**config.mk**
```make
export PLATFORM = sky130hd
export DESIGN_NAME = bus_arbiter_flat
export DESIGN_NICKNAME = d
export VERILOG_FILES = /design/src/rtl/bus_arbiter_if.sv /design/src/rtl/bus_arbiter.sv /design/src/flat_wrapper.sv
export SDC_FILE = /design/constraint.sdc
export NUM_CORES = 1
export LEC_CHECK = 0
export BUFFER_PORTS_ARGS = -buffer_cell sky130_fd_sc_hd__buf_2
export CORE_AREA = 2 2 117 119
export CTS_CLUSTER_DIAMETER = 200
export DETAILED_ROUTE_END_ITERATION = 8
export DIE_AREA = 0 0 119 121
export PLACE_DENSITY = 0.79
export SETUP_SLACK_MARGIN = 0.05
export SLEW_MARGIN = 30
export SYNTH_ARGS = -nofsm -noshare
export SYNTH_HDL_FRONTEND = slang
export SYNTH_SLANG_ARGS = --single-unit
export TNS_END_PERCENT = 1
```
**constraint.sdc**
```tcl
create_clock -name i_clk -period 2 [get_ports i_clk]
set_input_delay 0 -clock i_clk [delete_from_list [all_inputs] [get_ports i_clk]]
set_output_delay 0 -clock i_clk [all_outputs]
set_load 0.02 [all_outputs]
```
**src/rtl/bus_arbiter_if.sv**
```systemverilog
// ---------------------------------------------------------------------------
// bus_arbiter_if
//
// Groups the requester-side and bus-side signals of bus_arbiter.
//
// Handshake semantics (single statement for the whole bundle):
//   A requester raises *_req together with stable *_we/*_addr/*_wdata and holds
//   them until its one-cycle *_ack pulse, then drops req in the following
//   cycle. Read data (*_rdata) is valid with ack and held until the next ack
//   to that port. On the bus side the arbiter raises o_bus_clk with stable
//   o_bus_we/o_bus_addr/o_bus_data. The device answers with i_bus_data_ready,
//   and i_bus_data when the transfer is a read. The arbiter then drops the
//   strobe. The device must drop ready before the next strobe can start.
//
// Modports:
//   master : the arbiter (drives acks, rdata, err, owner and the bus outputs)
//   slave  : the environment (CPU/DMA requesters and the bus device)
// ---------------------------------------------------------------------------
interface bus_arbiter_if #(
  parameter int ADDR_W = 32,
  parameter int DATA_W = 32
);
  // requester side
  logic              i_cpu_req;
  logic              i_dma_req;
  logic              i_cpu_we;
  logic              i_dma_we;
  logic [ADDR_W-1:0] i_cpu_addr;
  logic [ADDR_W-1:0] i_dma_addr;
  logic [DATA_W-1:0] i_cpu_wdata;
  logic [DATA_W-1:0] i_dma_wdata;
  logic              o_cpu_ack;
  logic              o_dma_ack;
  logic [DATA_W-1:0] o_cpu_rdata;
  logic [DATA_W-1:0] o_dma_rdata;
  logic              o_err;
  logic              o_owner;
  // bus side
  logic              o_bus_clk;
  logic              o_bus_we;
  logic [ADDR_W-1:0] o_bus_addr;
  logic [DATA_W-1:0] o_bus_data;
  logic [DATA_W-1:0] i_bus_data;
  logic              i_bus_data_ready;

  modport master (
    input  i_cpu_req, i_dma_req, i_cpu_we, i_dma_we,
    input  i_cpu_addr, i_dma_addr, i_cpu_wdata, i_dma_wdata,
    output o_cpu_ack, o_dma_ack, o_cpu_rdata, o_dma_rdata, o_err, o_owner,
    output o_bus_clk, o_bus_we, o_bus_addr, o_bus_data,
    input  i_bus_data, i_bus_data_ready
  );

  modport slave (
    output i_cpu_req, i_dma_req, i_cpu_we, i_dma_we,
    output i_cpu_addr, i_dma_addr, i_cpu_wdata, i_dma_wdata,
    input  o_cpu_ack, o_dma_ack, o_cpu_rdata, o_dma_rdata, o_err, o_owner,
    input  o_bus_clk, o_bus_we, o_bus_addr, o_bus_data,
    output i_bus_data, i_bus_data_ready
  );
endinterface

```
**src/rtl/bus_arbiter.sv**
```systemverilog
// ---------------------------------------------------------------------------
// bus_arbiter
//
// Shares the 32-bit external memory bus between the CPU core and a DMA
// requester. It grants round-robin on ties and runs a strobe/ready handshake
// with a mandatory recover phase. It returns a one-cycle ack plus read data to
// the winner.
//
// Ports:
//   i_clk    clock, all state on the rising edge
//   i_rst_n  asynchronous active-low reset (drops the strobe immediately)
//   bus      bus_arbiter_if.master: requester req/we/addr/wdata in,
//            ack/rdata/err/owner out, o_bus_* strobe/address/data out,
//            i_bus_data/i_bus_data_ready in
//   o_state  debug view of the FSM (0 = IDLE, 1 = STROBE, 2 = RECOVER)
//
// Parameters: ADDR_W, DATA_W, TIMEOUT (strobe-wait limit, 8-bit counter).
//
// Optional feature: define BUS_ARB_TIMEOUT_EN to abort a strobe that has
// waited TIMEOUT cycles without ready (ack + o_err, read data forced to 0).
// Without it the strobe waits indefinitely and o_err is tied low.
// ---------------------------------------------------------------------------
module bus_arbiter #(
  parameter int ADDR_W  = 32,
  parameter int DATA_W  = 32,
  parameter int TIMEOUT = 255
) (
  input  logic               i_clk,
  input  logic               i_rst_n,
  bus_arbiter_if.master      bus,
  output logic [1:0]         o_state
);

  typedef enum logic [1:0] {
    ST_IDLE    = 2'd0,
    ST_STROBE  = 2'd1,
    ST_RECOVER = 2'd2
  } state_t;

  state_t state;
  logic   last_dma;   // priority pointer: 1 = DMA was granted last
  logic   grant_dma;

  // Single request wins outright; on a tie the port not granted last wins.
  assign grant_dma = bus.i_dma_req & (~bus.i_cpu_req | ~last_dma);

  assign o_state = state;

`ifdef BUS_ARB_TIMEOUT_EN
  localparam logic [7:0] TIMEOUT_LIM = 8'(TIMEOUT);
  logic [7:0] wait_cnt;
  logic       err_q;
  assign bus.o_err = err_q;
`else
  assign bus.o_err = 1'b0;
`endif

  always_ff @(posedge i_clk or negedge i_rst_n) begin
    if (!i_rst_n) begin
      state           <= ST_IDLE;
      last_dma        <= 1'b1;
      bus.o_owner     <= 1'b0;
      bus.o_bus_clk   <= 1'b0;
      bus.o_bus_we    <= 1'b0;
      bus.o_bus_addr  <= '0;
      bus.o_bus_data  <= '0;
      bus.o_cpu_ack   <= 1'b0;
      bus.o_dma_ack   <= 1'b0;
      bus.o_cpu_rdata <= '0;
      bus.o_dma_rdata <= '0;
`ifdef BUS_ARB_TIMEOUT_EN
      wait_cnt        <= '0;
      err_q           <= 1'b0;
`endif
    end else begin
      // ack and err are single-cycle pulses
      bus.o_cpu_ack <= 1'b0;
      bus.o_dma_ack <= 1'b0;
`ifdef BUS_ARB_TIMEOUT_EN
      err_q         <= 1'b0;
`endif
      case (state)
        ST_IDLE: begin
          if (bus.i_cpu_req | bus.i_dma_req) begin
            bus.o_owner    <= grant_dma;
            bus.o_bus_we   <= grant_dma ? bus.i_dma_we    : bus.i_cpu_we;
            bus.o_bus_addr <= grant_dma ? bus.i_dma_addr  : bus.i_cpu_addr;
            bus.o_bus_data <= grant_dma ? bus.i_dma_wdata : bus.i_cpu_wdata;
            bus.o_bus_clk  <= 1'b1;
`ifdef BUS_ARB_TIMEOUT_EN
            wait_cnt       <= '0;
`endif
            state          <= ST_STROBE;
          end
        end
        ST_STROBE: begin
          if (bus.i_bus_data_ready) begin
            bus.o_bus_clk <= 1'b0;
            if (!bus.o_bus_we) begin
              if (bus.o_owner) bus.o_dma_rdata <= bus.i_bus_data;
              else             bus.o_cpu_rdata <= bus.i_bus_data;
            end
            if (bus.o_owner) bus.o_dma_ack <= 1'b1;
            else             bus.o_cpu_ack <= 1'b1;
            last_dma      <= bus.o_owner;
            state         <= ST_RECOVER;
          end
`ifdef BUS_ARB_TIMEOUT_EN
          else if (wait_cnt == TIMEOUT_LIM) begin
            // abort: the requester still gets its ack, flagged by err
            bus.o_bus_clk <= 1'b0;
            if (!bus.o_bus_we) begin
              if (bus.o_owner) bus.o_dma_rdata <= '0;
              else             bus.o_cpu_rdata <= '0;
            end
            if (bus.o_owner) bus.o_dma_ack <= 1'b1;
            else             bus.o_cpu_ack <= 1'b1;
            err_q         <= 1'b1;
            last_dma      <= bus.o_owner;
            state         <= ST_RECOVER;
          end else begin
            wait_cnt <= wait_cnt + 8'd1;
          end
`endif
        end
        ST_RECOVER: begin
          // no arbitration here: requesters get at least one cycle to drop req
          if (!bus.i_bus_data_ready) state <= ST_IDLE;
        end
        default: state <= ST_IDLE;
      endcase
    end
  end

endmodule
```
**src/flat_wrapper.sv**
```systemverilog
// flat-port wrapper written by rule: the top's interface ports become plain ports
module bus_arbiter_flat 
#(
  parameter int ADDR_W  = 32,
  parameter int DATA_W  = 32,
  parameter int TIMEOUT = 255
)
  (i_clk, i_rst_n, o_state, bus_i_cpu_req, bus_i_dma_req, bus_i_cpu_we, bus_i_dma_we, bus_i_cpu_addr, bus_i_dma_addr, bus_i_cpu_wdata, bus_i_dma_wdata, bus_o_cpu_ack, bus_o_dma_ack, bus_o_cpu_rdata, bus_o_dma_rdata, bus_o_err, bus_o_owner, bus_o_bus_clk, bus_o_bus_we, bus_o_bus_addr, bus_o_bus_data, bus_i_bus_data, bus_i_bus_data_ready);
  bus_arbiter_if #(.ADDR_W(ADDR_W), .DATA_W(DATA_W)) bus_i ();
  input  logic i_clk;
  input  logic i_rst_n;
  output logic [1:0] o_state;
  input wire logic [$bits(bus_i.i_cpu_req)-1:0] bus_i_cpu_req;
  input wire logic [$bits(bus_i.i_dma_req)-1:0] bus_i_dma_req;
  input wire logic [$bits(bus_i.i_cpu_we)-1:0] bus_i_cpu_we;
  input wire logic [$bits(bus_i.i_dma_we)-1:0] bus_i_dma_we;
  input wire logic [$bits(bus_i.i_cpu_addr)-1:0] bus_i_cpu_addr;
  input wire logic [$bits(bus_i.i_dma_addr)-1:0] bus_i_dma_addr;
  input wire logic [$bits(bus_i.i_cpu_wdata)-1:0] bus_i_cpu_wdata;
  input wire logic [$bits(bus_i.i_dma_wdata)-1:0] bus_i_dma_wdata;
  output wire logic [$bits(bus_i.o_cpu_ack)-1:0] bus_o_cpu_ack;
  output wire logic [$bits(bus_i.o_dma_ack)-1:0] bus_o_dma_ack;
  output wire logic [$bits(bus_i.o_cpu_rdata)-1:0] bus_o_cpu_rdata;
  output wire logic [$bits(bus_i.o_dma_rdata)-1:0] bus_o_dma_rdata;
  output wire logic [$bits(bus_i.o_err)-1:0] bus_o_err;
  output wire logic [$bits(bus_i.o_owner)-1:0] bus_o_owner;
  output wire logic [$bits(bus_i.o_bus_clk)-1:0] bus_o_bus_clk;
  output wire logic [$bits(bus_i.o_bus_we)-1:0] bus_o_bus_we;
  output wire logic [$bits(bus_i.o_bus_addr)-1:0] bus_o_bus_addr;
  output wire logic [$bits(bus_i.o_bus_data)-1:0] bus_o_bus_data;
  input wire logic [$bits(bus_i.i_bus_data)-1:0] bus_i_bus_data;
  input wire logic [$bits(bus_i.i_bus_data_ready)-1:0] bus_i_bus_data_ready;
  assign bus_i.i_cpu_req = bus_i_cpu_req;
  assign bus_i.i_dma_req = bus_i_dma_req;
  assign bus_i.i_cpu_we = bus_i_cpu_we;
  assign bus_i.i_dma_we = bus_i_dma_we;
  assign bus_i.i_cpu_addr = bus_i_cpu_addr;
  assign bus_i.i_dma_addr = bus_i_dma_addr;
  assign bus_i.i_cpu_wdata = bus_i_cpu_wdata;
  assign bus_i.i_dma_wdata = bus_i_dma_wdata;
  assign bus_o_cpu_ack = bus_i.o_cpu_ack;
  assign bus_o_dma_ack = bus_i.o_dma_ack;
  assign bus_o_cpu_rdata = bus_i.o_cpu_rdata;
  assign bus_o_dma_rdata = bus_i.o_dma_rdata;
  assign bus_o_err = bus_i.o_err;
  assign bus_o_owner = bus_i.o_owner;
  assign bus_o_bus_clk = bus_i.o_bus_clk;
  assign bus_o_bus_we = bus_i.o_bus_we;
  assign bus_o_bus_addr = bus_i.o_bus_addr;
  assign bus_o_bus_data = bus_i.o_bus_data;
  assign bus_i.i_bus_data = bus_i_bus_data;
  assign bus_i.i_bus_data_ready = bus_i_bus_data_ready;
  bus_arbiter #(.ADDR_W(ADDR_W), .DATA_W(DATA_W), .TIMEOUT(TIMEOUT)) u_core (.i_clk(i_clk), .i_rst_n(i_rst_n), .bus(bus_i), .o_state(o_state));
endmodule
```
[Word-level counts from Yosys, hierarchy flattened]
Cells that the tools add are included.
W data, S select, Z words.
Word-level totals
  register bits after elaboration: 136
  latch bits: 0
  RAM bits: 0
  memory bits (read-only): 0
  bits of input ports: 167
  output and inout port bits: 136
  logic and storage cells: 47
  memories: 0
Operators by class
  add/subtract/negate cells: 0
  multiply operators: 0
  div/mod/pow operators: 0
  magnitude comparators: 0
  equal/unequal tests: 5
  shifts and indexed selects: 0
  multiplexer cells: 16
  bitwise logic cells: 7
  reductions and logical operators: 8
Operators with widths (number)
  $mux W32: 2
  $mux W1: 9
  $reduce_and A4 Y1: 2
  $mux W2: 3
  $pmux W2 S3: 1
  $reduce_and A3 Y1: 2
  $ne A2 B2 Y1 const B: 2
  $not A1 Y1: 4
  $reduce_and A2 Y1: 2
  $eq A2 B1 Y1 const B: 1
  $eq A2 B2 Y1 const B: 1
  $logic_not A2 Y1: 1
  $ne A2 B1 Y1 const B: 1
  $or A1 B1 Y1: 2
  $pmux W1 S2: 1
  $reduce_bool A2 Y1: 1
  $and A1 B1 Y1: 1

[Depth between registers and ports, before layout]
  depth after elaboration: 4
  depth in mapped cells: 5
  gate-level depth less buffers: 3

[Worst setup path before layout]
No wires, ideal clock.
  path type: register to register
  start point: register u_core.last_dma
  end point: register u_core.bus.o_bus_addr[0]
  setup time: 125 ps
  data arrival time: 1627 ps
  data required time: 1875 ps
  setup slack: 248 ps
  stages on the path, launching flop included: 6
  buffers on the path: 2
  clock period less this slack: 1752 ps
  cell sequence: dfstp_2 -> a21bo_2 -> buf_2 -> buf_2 -> mux2_2 -> mux2_2
Between the ends
  word-level cells in the longest chain between the ends: 4
RTL lines
  start, declared: line bus_arbiter.sv:41  | logic last_dma;
  start signal, assigned: line bus_arbiter.sv:105  | last_dma <= bus.o_owner;
  $not A1 Y1: line bus_arbiter.sv:45  | assign grant_dma = bus.i_dma_req & (~bus.i_cpu_req | ~last_dma);
  $or A1 B1 Y1: line bus_arbiter.sv:45
  $and A1 B1 Y1: line bus_arbiter.sv:45
  $mux W32: line bus_arbiter.sv:87  | bus.o_bus_addr <= grant_dma ? bus.i_dma_addr : bus.i_cpu_addr;
  end signal, assigned: line bus_arbiter.sv:87
  end, declared: line bus_arbiter_if.sv:50  | output o_bus_clk, o_bus_we, o_bus_addr, o_bus_data,
Every way passes these cells.
A chain may end at the register's enable or synchronous reset.

[Worst setup path after layout]
  start point: register u_core.last_dma
  end point: register u_core.bus.o_bus_addr[11]
The elaborated chain is that of the path after synthesis.

==> out/qor.yml <==
outcome: "finished, final reports clean"
start_kind: "register"
end_kind: "register"
fin_setup_tns_ps: 0
syn_nets: 536
clock-root-buffer: "clkbuf_16"
first_iter_violations: 190
hold_class: "in2reg"
finalSetupViolCount: 0
clk_latency_ps: 410
r2r_cells: 4
via_count: 4990
power.leakage_nw: 4.715
area_growth_pct: 68.04
synth.distinct_cells: 21
initial_core_util_pct: 44.67
syn_inst: 369
grt_usage_pct: 26.72
power.density_nw_per_um2: 1472
finalNetCount: 1007
yosysSeqAreaShare_pct: 58.24
die_h_um: 121
synth.top_cell.area_share_pct: 57.79
grt_pass1_vias: 5679
gp_congestion: 0.8130
critical_path_class: "reg2reg"
cp-startpoint: "u_core.last_dma$_DFFE_PN1P_"
ir_drop_mv: 0.8758
endpoint: "u_core.bus.o_bus_addr[11]$_DFFE_PN0P_"
drv_slew: 0
fmax_mhz: 556.4
r2r-end: "u_core.bus.o_bus_addr[11]$_DFFE_PN0P_"
ys_ff_latch: 136
fin_area_um2: 9823
yosys.area.top_type: "dfrtp_1"
die_area_um2: 14400
r2r_setup_slack_ps: 200
clk_pin_slew_ps: 60
fin_crit_ps: 1797
cts_max_level: 4
cts_tree: "built"
clock_sink_count: 136
syn_area_per_cell_um2: 15.84
postRouteWirelength_um: 19160
drtPass1Iterations: 4
grt_pass1_wl_um: 29290
grt_setup_unrepaired: "false"
num_rows: 42
io_buffer_count: 301
die_w_um: 119
drt-vias-per-instance: 4.831
grt-ovfl-total: 0
cts.path.max_buffers: 2
fin_worst_skew_ps: 8.069
path_max_fanout: 18
synth_area_um2: 5846
io_pins: 303
ys_warn_count: 0
finalHoldViolCount: 0
grt_start_max_net_pins: 61
grt_antenna_before_repair: 3
cp.required_ps: 2300
cts_buffers: 17
drive_gt1_share_pct: 59.67
num-fill-cells: 782
arrival_ps: 2090
hpwlAfterDp_um: 11290
hold_start: "bus_i_cpu_req"
placed_area_um2: 7574
ys_top_cells_by_area: "dfrtp_1 (58%), mux2_2 (31%), mux2_1 (6.2%), buf_2 (1.2%), buf_6 (0.58%)"
drc: 0
avgRoutedWirePerCell_um: 18.55
ant_nets: 0
cap_violations: 0
worst_r2r_startpoint: "u_core.last_dma$_DFFE_PN1P_"
coreArea_um2: 13090
fin_crit_sh_pct: 89.87
-- placed cells by master (no fill, tap or decap), drive strengths merged --
master,n
dfrtp,135
or3,1
dfstp,1
conb,1
a21boi,1
mux2i,1
inv,4
clkinvlp,2
a21bo,1
nand2b,2
a21o,2
o21bai,1
buf,310
dlygate4sd3,164
diode,4
mux2,194
nor2,3
clkinv,6
nor3,2
bufinv,2
clkbuf,19
nand3b,1
-- cells by family after synthesis --
| kind of cell | count (synthesis) | share of synthesized area [%] |
|---|---|---|
| compound gates | 5 | 0.6850 |
| buf+inv | 23 | 2.354 |
| flops | 136 | 58.24 |
| mux | 195 | 37.54 |
| other cells | 1 | 0.06415 |
| simple gates | 9 | 1.113 |
-- per-layer routing --
metal | track usage, % | vias to the layer above | share of wire, % | wire (µm)
li1 | - | 2268 | - | -
met1 | 26.55 | 2440 | 36 | 6804
met2 | 50.40 | 208 | 55 | 10540
met3 | 6.673 | 74 | 4.6 | 886
met4 | 15.25 | 0 | 4.8 | 926
met5 | 0 | - | 0 | 0
-- registers in the layout, summed over array words and instances (netlist names) --
register                count
u_core.bus.o_bus_we         1
u_core.bus.o_bus_data      32
u_core.last_dma             1
u_core.bus.o_owner          1
u_core.bus.o_dma_rdata     32
u_core.bus.o_bus_addr      32
u_core.bus.o_dma_ack        1
u_core.o_state              2
u_core.bus.o_cpu_rdata     32
u_core.bus.o_bus_clk        1
u_core.bus.o_cpu_ack        1
-- what timing repair did --
action                                 4_1_cts  5_1_grt
setup endpoints to repair                    0        0
endpoints found under the hold margin      236        0
gates resized for setup                      0        0
hold buffers                               164        0
buffers inserted                             0        0
-- how the worst min path moves through the flow --
stage,slack (ps),cells past startpoint,to
3_5_place_dp,-50,1,u_core.bus.o_cpu_rdata[5]$_DFFE_PN0P_
4_1_cts,50,3,u_core.bus.o_owner$_DFFE_PN0P_
6_report,60,3,u_core.bus.o_owner$_DFFE_PN0P_
5_1_grt,80,3,u_core.bus.o_owner$_DFFE_PN0P_
3_3_place_gp,-50,1,u_core.bus.o_cpu_rdata[5]$_DFFE_PN0P_
2_1_floorplan,-300,0,u_core.bus.o_bus_addr[0]$_DFFE_PN0P_
-- layout make-up --
cell class | count | area, µm² | area share, %
inverter | 1 | 3.754 | 0.03821
antenna | 4 | 10.01 | 0.1019
timing repair buffer | 474 | 3272 | 33.31
clock inverter | 13 | 145.1 | 1.478
sequential | 136 | 3405 | 34.66
clock buffer | 19 | 452.9 | 4.611
multi-input combinational | 210 | 2315 | 23.56
tap | 176 | 220.2 | 2.242
-- per-stage QoR --
stage	std cells	utilization (%)	setup slack (ps)	hold slack (ps)	power, mW
floorplan	369	-	248.1	-295.6	8.738
global placement	833	57.88	263.6	-54.51	10.76
detailed placement	833	57.88	205.6	-49.33	11.00
CTS	1029	75.00	197.6	51.18	14.40
global route	1032	75.05	127.6	83.38	15.10
finish	1033	75.07	202.7	62.14	14.46
-- report_power, final --
group / switching (mW) / internal [mW]
logic: 3.56 / 2.84
registers: 0.758 / 4.15
clock network: 1.23 / 1.92
-- worst max-delay path, cell delays in order (launching register included) --
cell     delay, ps
dfstp_2        530
a21bo_2        220
buf_4          290
mux2_2         370
mux2_2         270
-- cell usage after synthesis --
library cell,n
nor3_2,1
inv_1,1
conb_1,1
clkbuf_1,2
nand3b_4,1
nor2_1,3
a21bo_2,1
a21boi_0,1
buf_6,3
buf_2,14
or3_1,1
mux2_2,162
dfrtp_1,135
mux2_1,32
nor3_1,1
nand2b_1,2
o21bai_1,1
buf_4,3
a21o_1,2
mux2i_1,1
dfstp_2,1
No activity file was read; power rests on OpenSTA's default activity.
